`src/rtl/mux_arbiter_2to1.sv`:
```
// rtl/mux_arbiter_2to1.sv - two-lane FIFO-buffered arbiter feeding one output channel
// Build option: MUX_ARB_STRICT_PRIORITY_EN (lane 0 always wins contention)
module mux_arbiter_2to1 #(
  parameter int WIDTH = 8,
  parameter int DEPTH = 4
) (
  input  logic             clk,
  input  logic             reset,
  input  logic [WIDTH-1:0] data_in_0,
  input  logic             valid_in_0,
  input  logic [WIDTH-1:0] data_in_1,
  input  logic             valid_in_1,
  output logic             full_0,
  output logic             full_1,
  output logic             overflow_0,
  output logic             overflow_1,
  output logic [WIDTH-1:0] data_out,
  output logic             valid_out,
  output logic [1:0]       grant
);
  localparam int AW = $clog2(DEPTH);
  localparam logic [AW:0] FULL_CNT = DEPTH[AW:0];

  typedef enum logic [1:0] {IDLE = 2'd0, LAST0 = 2'd1, LAST1 = 2'd2} state_t;
  state_t state;

  logic [WIDTH-1:0] mem    [2][DEPTH];
  logic [AW-1:0]    wr_ptr [2];
  logic [AW-1:0]    rd_ptr [2];
  logic [AW:0]      count  [2];
  logic [WIDTH-1:0] din    [2];
  logic [1:0]       vin;
  logic [1:0]       ne;
  logic [1:0]       full;
  logic [1:0]       push;
  logic [1:0]       pop;
  logic [1:0]       overflow;

  assign din[0] = data_in_0;
  assign din[1] = data_in_1;
  assign vin    = {valid_in_1, valid_in_0};

  always_comb begin
    ne   = 2'b00;
    full = 2'b00;
    for (int i = 0; i < 2; i++) begin
      ne[i]   = (count[i] != '0);
      full[i] = (count[i] == FULL_CNT);
    end
  end

`ifdef MUX_ARB_STRICT_PRIORITY_EN
  always_comb begin
    pop = 2'b00;
    if (ne[0])      pop = 2'b01;
    else if (ne[1]) pop = 2'b10;
  end
`else
  // Lane served most recently; held across IDLE so fairness survives gaps.
  logic last_rr;

  always_comb begin
    pop = 2'b00;
    if (ne[0] && ne[1]) pop = last_rr ? 2'b01 : 2'b10;
    else if (ne[0])     pop = 2'b01;
    else if (ne[1])     pop = 2'b10;
  end

  always_ff @(posedge clk or negedge reset) begin
    if (!reset)      last_rr <= 1'b1;
    else if (pop[0]) last_rr <= 1'b0;
    else if (pop[1]) last_rr <= 1'b1;
  end
`endif

  // A full lane still accepts a push when it is popped in the same cycle.
  always_comb begin
    push = 2'b00;
    for (int i = 0; i < 2; i++)
      push[i] = vin[i] && (!full[i] || pop[i]);
  end

  always_ff @(posedge clk) begin
    for (int i = 0; i < 2; i++)
      if (push[i]) mem[i][wr_ptr[i]] <= din[i];
  end

  always_ff @(posedge clk or negedge reset) begin
    if (!reset) begin
      for (int i = 0; i < 2; i++) begin
        wr_ptr[i] <= '0;
        rd_ptr[i] <= '0;
        count[i]  <= '0;
      end
      overflow <= 2'b00;
    end else begin
      for (int i = 0; i < 2; i++) begin
        if (push[i]) wr_ptr[i] <= wr_ptr[i] + 1'b1;
        if (pop[i])  rd_ptr[i] <= rd_ptr[i] + 1'b1;
        if (push[i] && !pop[i])      count[i] <= count[i] + 1'b1;
        else if (!push[i] && pop[i]) count[i] <= count[i] - 1'b1;
        if (vin[i] && !push[i]) overflow[i] <= 1'b1;
      end
    end
  end

  always_ff @(posedge clk or negedge reset) begin
    if (!reset) begin
      state     <= IDLE;
      data_out  <= '0;
      valid_out <= 1'b0;
    end else if (pop[0]) begin
      state     <= LAST0;
      data_out  <= mem[0][rd_ptr[0]];
      valid_out <= 1'b1;
    end else if (pop[1]) begin
      state     <= LAST1;
      data_out  <= mem[1][rd_ptr[1]];
      valid_out <= 1'b1;
    end else begin
      state     <= IDLE;
      data_out  <= '0;
      valid_out <= 1'b0;
    end
  end

  // The state register names the lane behind the current data_out word.
  assign grant      = {state == LAST1, state == LAST0};
  assign full_0     = full[0];
  assign full_1     = full[1];
  assign overflow_0 = overflow[0];
  assign overflow_1 = overflow[1];
endmodule

```
`config.mk`:
```
export PLATFORM = sky130hd
export DESIGN_NAME = mux_arbiter_2to1
export DESIGN_NICKNAME = d
export VERILOG_FILES = /design/src/rtl/mux_arbiter_2to1.sv
export SDC_FILE = /design/constraint.sdc
export NUM_CORES = 1
export LEC_CHECK = 0
export CORE_ASPECT_RATIO = 1.4
export CORE_UTILIZATION = 60
export DETAILED_ROUTE_END_ITERATION = 10
export PLACE_DENSITY = 0.88
export SLEW_MARGIN = 40
export SYNTH_ARGS = -nofsm -noshare
export SYNTH_HDL_FRONTEND = slang
export SYNTH_SLANG_ARGS = --single-unit
```
`constraint.sdc`:
```
create_clock -name clk -period 6.2 [get_ports clk]
set_input_delay 1.24 -clock clk [delete_from_list [all_inputs] [get_ports clk]]
set_output_delay 1.24 -clock clk [all_outputs]
set_load 0.01 [all_outputs]
```
==> summary.md, run 1 <==
| Metric | Value |
|---|---|
| Maximum VDD drop | `about 0.27 mV` |
| Pin count of the biggest net entering global routing | `29` |
| Pwr dens | `489 mW/mm2` |
| RSZ-0062 raised after global routing | `false` |
| Max Slew Vio Count | `0` |
| Routed len/inst | `between 15 and 20 um` |
| Vias in the first global route | `1,785` |
| Router iterations before antenna repair | `4` |
| Via Count | `1,737` |
| Top Layer Used | `met4` |
| Leakage | `1.55 nW` |
| Sequential share of the synthesized area | `0.717` |
| Row cnt | `33` |
| Power consumption | `around 2.1 mW` |
| CTS buffer count | `9` |
| Crit-path max FO | `5` |
| Cell Chain, Critical Path | `nor3b_1, clkdlybuf4s50_1` |
| Top_reg_cell synth | `edfxtp_1` |
| Post-synth ARST share | `0.304` |
| Area grow syn2layout | `16.3%` |
| Worst Skew | `around 0.0081 ns` |
| Measured slew at the worst slew-check pin | `0.570 ns` |
| Finished Core Util | `0.726` |
| Nets | `261` |
| Adder-Cell Fraction of Synth Area | `0.0451` |
| Clock Latency Late Sink | `0.35 ns` |
| CTS tree | `yes` |
| F_max | `0.326 GHz` |
| Worst Setup Path Type | `reg -> out` |
| Arr. time, crit path | `~1.8 ns` |
| Place WS | `just under 3 ns` |
| Final Hold Viols | `0` |
| Crit-path max cell delay | `0.62 ns` |
| Initial antenna violation count | `0` |
| Cell family with most CP delay | `buffers and inverters` |
| Slew headroom | `0.620` |
| Core Area | `0.00586 mm2` |
| Post-CTS sizing | `0` |
| Initial Utilization | `0.624` |
| Hold_buf cts | `0` |
| Post-synth net total | `221` |
| Detail Route met2 WL | `3080 um` |
| TNS Setup | `0 ns` |
| Most common cell after layout, fill and taps aside | `edfxtp_1` |
| YS warnings | `0` |
| Worst Hold Class | `reg -> reg` |
| H-Tree Depth | `3` |
| Compound-Gate Fraction of Synth Area | `0.0414` |
| Drt total wl | `5780 um` |
| Drt via density | `between 5 and 6` |
| Share of layout cells above drive strength 1 | `0.206` |
| Root Driver | `clkbuf_8` |
| Synth Instances | `between 150 and 200` |
| Post-CTS Setup Bufs | `0` |
| Setup WS post-layout | `3.14 ns` |
| Setup violations, final | `0` |
| Worst path slowest cell | `clkdlybuf4s50_1` |
| Outcome | `finished clean` |
| Mux cell area share after synthesis | `0.113` |
| Post-Synth Simple-Gate Area | `0.0359` |
| Port Buffers | `34` |
| Xor/xnor cell area share of the yosys netlist | `0.0287` |
| Die area | `around 0.0064 mm2` |
| Min Hold Slack | `about 0.47 ns` |
| Clock Sinks | `~90` |
| Die Ht | `94.4 um` |
| Ant diodes | `0` |
| Global-route wire length before repair | `between 9000 and 10,000 um` |
| Netlist cell types | `33` |
| Clk pin slew, worst setup/hold paths | `0.08 ns` |
| Overflow after GRT | `0` |
| Worst setup SP type | `flop` |
| Mapped Area | `between 0.003 and 0.004 mm2` |
| DRC viols | `0` |
| Met3 routed WL | `195 um` |
| ANT nets after route | `0` |
| Number of flops mapped to enable cells by yosys | `64` |
| Most frequent cells in the layout | `edfxtp_1, clkdlybuf4s50_1, dfrtp_1` |
| I/O pin cnt | `35` |
| Tmin final | `3.06 ns` |
| Die W | `68.0 um` |
| Period Utilization, post-route | `0.494` |
| MaxCap Viol Count | `0` |
| Largest family of logic cells by synthesized area | `multiplexers` |
| CTS Buffer Depth | `2` |
| Met1 Wirelength | `2340 um` |
| Total Routing Usage GR | `0.217` |
| Worst Path Buf+Inv | `1` |
| Seq cells post-synth | `around 90` |
| Avg Inst Size Synth | `19.4 um2` |
| Initial DRC Count | `105` |
| RD Place Congestion | `0.724` |
| WP data required | `around 5 ns` |
| Post-DP HPWL | `about 4000 um` |
| Critical path capture point type | `output pin` |
[metal layers]
metal	global-route usage	up-vias
met3	0.0604	13
met1	0.282	885
met5	0	-
met2	0.340	43
li1	-	796
met4	0.0972	0
[layout make-up]
class                      count  area, um2
inverter                      11       41.3
clock buffer                   9        124
tap                           70       87.6
timing repair buffer          35        348
sequential                    92       2620
multi-input combinational     80        968
clock inverter                 6       66.3
fill                         374       1600
[report_power, final]
group | internal [mW] | switching [mW] | total [mW]
clock network | 0.183 | 0.201 | 0.384
logic | 0.389 | 0.312 | 0.701
registers | 0.854 | 0.143 | 0.997
[flip-flops by register name (all words and copies together) (netlist names)]
signal / cells
valid_out: 1
state: 2
count: 6
last_rr: 1
overflow: 2
rd_ptr: 4
mem: 64
data_out: 8
wr_ptr: 4
[synth_stat cells, drive strengths merged (2+ instances only)]
cell type  instances  share of area
xnor2              5          0.012
nor3b              3         0.0075
inv               11          0.011
buf                5         0.0072
nor2               3         0.0031
a21oi              2         0.0038
nor2b              2         0.0034
and2               8          0.015
xor2               7          0.017
ha                10          0.034
fa                 2          0.011
edfxtp            64           0.52
dfrtp             27           0.18
nor3               2         0.0027
mux4              16          0.098
a22o               8          0.019
mux2               4          0.014
[worst paths after layout]
check | from | end | slack [ns] | cells after the start
worst max-delay path | count[0]$_DFFE_PN0P_ | full_1 | 3.14 | 2
worst min-delay path | overflow[0]$_DFFE_PN0P_ | overflow[0]$_DFFE_PN0P_ | 0.47 | 1
worst max register to register | count[0]$_DFFE_PN0P_ | count[4]$_DFFE_PN0P_ | 3.63 | 7
worst min register to register | overflow[0]$_DFFE_PN0P_ | overflow[0]$_DFFE_PN0P_ | 0.47 | 1
max in group asynchronous | reset | last_rr$_DFFE_PN1P_ | 4.65 | 2
min in group asynchronous | reset | wr_ptr[1]$_DFFE_PN0P_ | 1.25 | 2
[cells by family after synthesis]
logic type / after synthesis
DFF: 92
muxes: 20
and+or+nand+nor: 20
buffers and inverters: 17
AOI/OAI and AO/OA: 16
xor gates and xnor gates: 12
adders and majority gates: 12
[stage by stage]
step | area (um2) | std cells
after detailed placement | 4070 | 288
after CTS | 4260 | 303
after global routing | 4260 | 303
after global placement | 4070 | 288
after floorplan | 3660 | 189
final | 4260 | 303
No activity file was read; power rests on OpenSTA's default activity.
==> run 2: changes to the inputs <==
Settings changed: CORE_UTILIZATION 60 to 51, PLACE_DENSITY 0.88 to 0.8.
Clock period 6.2 ns to 2.8 ns, I/O delays scaled along.
==> summary.md, run 2 (synthesis results as in run 1) <==
| Metric | Value |
|---|---|
| Outcome | `finished clean` |
| Worst path slowest cell | `clkdlybuf4s50_1` |
| Via Count | `between 1.5k and 2k` |
| Net Sw Power | `1.48 mW` |
| F_max | `about 0.41 GHz` |
| Pin count of the biggest net entering global routing | `29` |
| CTS Buffer Depth | `2` |
| Worst Setup Path Type | `reg -> out` |
| Min Hold Slack | `about 0.47 ns` |
| Cell Chain, Critical Path | `nor3b_1, clkdlybuf4s50_1` |
| Worst Path Buf+Inv | `1` |
| DRC viols | `0` |
| Router iterations before antenna repair | `4` |
| Crit-path max cell delay | `~0.62 ns` |
| Die area | `between 0.007 and 0.008 mm2` |
| Core Area | `0.00694 mm2` |
| Clock Sinks | `92` |
| Tmin final | `2.43 ns` |
| RD Place Congestion | `0.771` |
| Comb power frac | `0.344` |
| I/O pin cnt | `35` |
| WP data required | `~2.2 ns` |
| Share of layout cells above drive strength 1 | `0.207` |
| Initial Utilization | `0.528` |
| Met2 Use GR | `0.291` |
| Post-CTS Setup Bufs | `0` |
| Maximum VDD drop | `0.492 mV` |
| Most common cell after layout, fill and taps aside | `edfxtp_1` |
| Root Driver | `clkbuf_8` |
| Period Utilization, post-route | `0.868` |
| Setup violations, final | `0` |
| Vias in the first global route | `approximately 1.8k` |
| H-Tree Depth | `3` |
| Post-CTS sizing | `0` |
| Nets | `~260` |
| Hold_buf cts | `0` |
| Crit-path max FO | `5` |
| Leakage | `between 1.5 and 2 nW` |
| Post-DP HPWL | `4010 um` |
| Slew headroom | `0.614` |
| Routed len/inst | `~18 um` |
| Pwr dens | `1080 mW/mm2` |
| Total Routing Usage GR | `0.179` |
| Most frequent cells in the layout | `edfxtp_1, clkdlybuf4s50_1, dfrtp_1` |
| Drt total wl | `approximately 5900 um` |
| Worst Skew | `0.00618 ns` |
| CTS tree | `yes` |
| Area grow syn2layout | `17.8%` |
| TNS Setup | `0 ns` |
| Initial DRC Count | `95` |
| Largest register FFs | `64` |
| Measured slew at the worst slew-check pin | `0.579 ns` |
| Net switching fraction of the power | `0.317` |
| Clk pin slew, worst setup/hold paths | `around 0.080 ns` |
| Die Ht | `102 um` |
| MaxCap Viol Count | `0` |
| ANT nets after route | `0` |
| Row cnt | `36` |
| CTS buffer count | `9` |
| RSZ-0062 raised after global routing | `false` |
| Most used routing layer | `met2` |
| Port Buffers | `34` |
| Drt via density | `5.25` |
| Global-route wire length before repair | `approximately 9500 um` |
| Met1 Usage GRT | `0.228` |
| Initial antenna violation count | `0` |
| Clock Latency Late Sink | `0.35 ns` |
| GR Util met3 | `0.0355` |
| Worst Hold Class | `reg -> reg` |
| Internal | `between 3 and 4 mW` |
| Critical path capture point type | `output pin` |
| Ant diodes | `0` |
| Overflow after GRT | `0` |
| Sequential share of power | `0.472` |
| Arr. time, crit path | `1.87 ns` |
| Final Hold Viols | `0` |
| Cell family with most CP delay | `buffers and inverters` |
| Clock share of power | `0.184` |
| Max Slew Vio Count | `0` |
| Worst setup SP type | `flop` |
| Die W | `73.6 um` |
[run 2: cell types whose count changed in the layout (fill, tap and decap cells not counted), sizes merged]
cell,change
clkinvlp,-1
clkinv,+1
clkbuf,+1
buf,+3
[run 2: area by class of cell]
cell class / count / area [um2]
clock buffer: 10 / 128
clock inverter: 6 / 65.1
fill: 526 / 2620
inverter: 11 / 41.3
multi-input combinational: 80 / 966
sequential: 92 / 2620
tap: 95 / 119
timing repair buffer: 38 / 370
[run 2: layer usage]
layer	part of all wire	wire length, um
met5	0	0
met4	0.031	179
met3	0.031	180
met2	0.51	2990
met1	0.43	2500
[run 2: power groups by stage]
stage	clock (mW)	sequential (mW)	combinational, mW
final	0.860	2.21	1.60
after global routing	0.930	2.27	1.77
after CTS	0.872	2.22	1.62
after detailed placement	0	2.25	1.62
after global placement	0	2.23	1.58
after floorplan	0	2.09	1.19
[run 2: worst paths after layout]
path                                               from                      end  cells past startpoint  slack (ns)
worst max-delay path               count[0]$_DFFE_PN0P_                   full_1                      2        0.37
worst min-delay path            overflow[0]$_DFFE_PN0P_  overflow[0]$_DFFE_PN0P_                      1        0.47
worst max register to register     count[0]$_DFFE_PN0P_     count[5]$_DFFE_PN0P_                      8        0.43
worst min register to register  overflow[0]$_DFFE_PN0P_  overflow[0]$_DFFE_PN0P_                      1        0.47
max in group asynchronous                         reset      last_rr$_DFFE_PN1P_                      2        1.92
min in group asynchronous                         reset    data_out[6]$_DFF_PN0_                      2        0.57
[run 2: stage by stage]
stage | area, um2 | cells | worst slack, ns | power [mW] | utilization
3_5_place_dp | 4120 | 316 | 0.271 | 3.87 | 0.594
3_3_place_gp | 4120 | 316 | 0.339 | 3.80 | 0.594
6_report | 4310 | 332 | 0.370 | 4.67 | 0.622
2_1_floorplan | 3660 | 189 | 0.568 | 3.28 | -
5_1_grt | 4310 | 332 | 0.271 | 4.96 | 0.622
4_1_cts | 4310 | 332 | 0.383 | 4.71 | 0.622
==> RTL edit, RTL diff (config.mk and constraints of run 2) <==
Reset style: synchronous (`reset`), changed in 3 clocked blocks.
--- a/src/rtl/mux_arbiter_2to1.sv
+++ b/src/rtl/mux_arbiter_2to1.sv
@@ -66,7 +66,7 @@
     else if (ne[1])     pop = 2'b10;
   end
 
-  always_ff @(posedge clk or negedge reset) begin
+  always_ff @(posedge clk) begin
     if (!reset)      last_rr <= 1'b1;
     else if (pop[0]) last_rr <= 1'b0;
     else if (pop[1]) last_rr <= 1'b1;
@@ -85,7 +85,7 @@
       if (push[i]) mem[i][wr_ptr[i]] <= din[i];
   end
 
-  always_ff @(posedge clk or negedge reset) begin
+  always_ff @(posedge clk) begin
     if (!reset) begin
       for (int i = 0; i < 2; i++) begin
         wr_ptr[i] <= '0;
@@ -104,7 +104,7 @@
     end
   end
 
-  always_ff @(posedge clk or negedge reset) begin
+  always_ff @(posedge clk) begin
     if (!reset) begin
       state     <= IDLE;
       data_out  <= '0;
Behaviour: differs if reset is asserted again (counterexample within 4 cycles, from zero or initial values and one cycle with reset low); with reset held inactive, the same outputs for 10 cycles.
==> RTL edit against run 2 <==
  * Clock skew increased by 0.0021 ns
  * Critical path type is now flip-flop to flip-flop
  * Cell area increased by 4.9%
  * Die area increased by 3.4%
  * Core utilization increased by 1.8 points
  * Synthesized area increased by 3.5%
  * Largest power group unchanged
  * Worst hold slack improved by 0.035 ns
  * Wire length increased by 9.5%
  * Count of clock-buffer cells in the layout increased by 2
  * Worst setup slack got worse by 0.065 ns
  * Via count increased by 13%
  * Total power decreased by 4.7%
  * Combinational power decreased by 20%
  * Non-clock buffer count decreased by 1
  * Sequential cell count unchanged
==> RTL edit: results (changes against run 2) <==
| Metric | Value |
|---|---|
| Top post-synthesis cells by area | `edfxtp_1, mux4_2, dfxtp_1` |
| Met3 routed WL | `203 um (+13%)` |
| Port bufs | `34 (unchanged)` |
| Post-CTS setup buffer count | `0 (unchanged)` |
| Max Used Layer | `met4` |
| Clock-pin slew on the worst setup and hold paths | `0.08 ns (about the same)` |
| Nets | `299 (+13%)` |
| Share of layout cells above drive strength 1 | `0.173 (-0.0340)` |
| Clk sinks | `92 (unchanged)` |
| Drt total wl | `6410 um (+9.5%)` |
| Global-route wire length before repair | `10,200 um (+7.4%)` |
| HPWL after DPL | `4700 um (+17%)` |
| Worst-Skew Late Latency | `0.35 ns (about the same)` |
| Largest net degree at the start of global routing | `24 (-17%)` |
| Drt pass-1 iters | `4 (unchanged)` |
| Clock skew | `0.00831 ns (+0.00213 ns)` |
| N_diodes | `0 (unchanged)` |
| Initial DRC Count | `109 (+15%)` |
| Share of power burned in registers | `0.454 (-0.018)` |
| Most frequent cells after synthesis | `edfxtp_1, mux4_2, nor2_1` |
| Worst path slowest cell | `fa_1` |
| Detail Route met2 WL | `3470 um (+16%)` |
| Net Switching | `1.27 mW (-14%)` |
| Worst hold path type | `flip-flop to flip-flop` |
| Tot GR Track Use | `0.186 (+0.00724)` |
| Gpl congestion | `0.722 (-6.3%)` |
| Initial antenna violation count | `0 (unchanged)` |
| Worst-case clock buffer depth | `2 (unchanged)` |
| Seq/Total Area, Yosys | `0.692 (-0.0245)` |
| Syn nets | `257 (+16%)` |
| Clock root buffer | `clkbuf_8` |
| Ys async rst share | `0 (-0.304)` |
| Vias in the first global route | `2,049 (+13%)` |
| Status | `finished clean` |
| VDD IR max | `389 uV (-21%)` |
| CP Max Fanout | `4 (-1)` |
| Slew of the pin with the lowest slew margin | `0.825 ns (+0.247 ns)` |
| Vias per cell | `5.35 (+1.8%)` |
| Metal1 wirelength | `2570 um (+2.8%)` |
| Largest stage delay, worst path | `0.43 ns (-0.19 ns)` |
| EDFF count, synth | `78 (+22%)` |
| Syn. warnings | `0 (unchanged)` |
| Leakage | `1.57 nW (+0.64%)` |
| H-tree levels | `3 (unchanged)` |
| Max reg flops | `64 (unchanged)` |
| Synth cell types | `40 (+21%)` |
| TritonCTS Buffers | `9 (unchanged)` |
## RTL edit: cell count changes after synthesis, sizes merged, moves of 8 or more
cell,change
a32o,+8
nand2,+8
a22o,-8
dfrtp,-27
nor2,+14
edfxtp,+14
dfxtp,+14
## RTL edit: power groups by stage
stage | combinational [mW] | clock, mW | sequential, mW
2_1_floorplan | 0.954 | 0 | 1.92
3_3_place_gp | 1.26 | 0 | 2.04
3_5_place_dp | 1.28 | 0 | 2.05
4_1_cts | 1.29 | 1.18 | 2.02
5_1_grt | 1.40 | 1.24 | 2.06
6_report | 1.28 | 1.16 | 2.02
## RTL edit: per-layer routing
layer	GRT usage	vias to the layer above
li1	-	938
met1	0.219	969
met2	0.315	45
met3	0.0446	11
met4	0.0822	0
met5	0	-
## RTL edit: final timing paths
kind / start / to / slack, ns / cells after the start
setup / recovery: count[1][0]$_DFFE_PP_ / count[0][2]$_SDFFCE_PN0P_ / 0.31 / 11
setup reg to reg: count[1][0]$_DFFE_PP_ / count[0][2]$_SDFFCE_PN0P_ / 0.31 / 11
hold / removal: overflow[1]$_SDFFE_PN0P_ / overflow[1]$_SDFFE_PN0P_ / 0.51 / 2
hold reg to reg: overflow[1]$_SDFFE_PN0P_ / overflow[1]$_SDFFE_PN0P_ / 0.51 / 2
## RTL edit: final cells by class
cell class,instances,area [um^2]
well taps,95,119
clock inverters,4,120
repair buffers,37,363
clock buffers,12,155
multi-input cells,114,1090
fillers,511,2550
flip-flops and latches,92,2620
inverters,13,48.8
## RTL edit: what timing repair did
item | in CTS | in global routing
hold endpoints to repair | 0 | 0
endpoints found under the setup margin | 0 | 1
resized for setup | 0 | 1
## RTL edit: stage by stage
step | cells | setup WS (ns) | area [um^2]
2_1_floorplan | 225 | 0.269 | 3790
3_3_place_gp | 351 | 0.320 | 4250
3_5_place_dp | 351 | 0.249 | 4250
4_1_cts | 367 | 0.233 | 4520
5_1_grt | 367 | 0.0843 | 4520
6_report | 367 | 0.306 | 4520
## RTL edit: kinds of logic (layout without fill, tap and decap cells)
kind of cell | count (synthesis) | after routing | synth area share
compound gates | 25 | 25 | 0.0568
xor+xnor | 5 | 5 | 0.0116
fa+ha+maj | 12 | 12 | 0.0416
buf+inv | 19 | 66 | 0.0195
flops | 92 | 92 | 0.692
mux | 16 | 16 | 0.0951
simple gates | 56 | 56 | 0.0832
## RTL edit: critical path: cells and delay by family, from the launching register on
| kind | cells | cell delay [ns] |
|---|---|---|
| simple gates | 6 | 0.79 |
| fa+ha+maj | 2 | 0.62 |
| flops | 1 | 0.41 |
| xor+xnor | 2 | 0.33 |
| buf+inv | 1 | 0.10 |
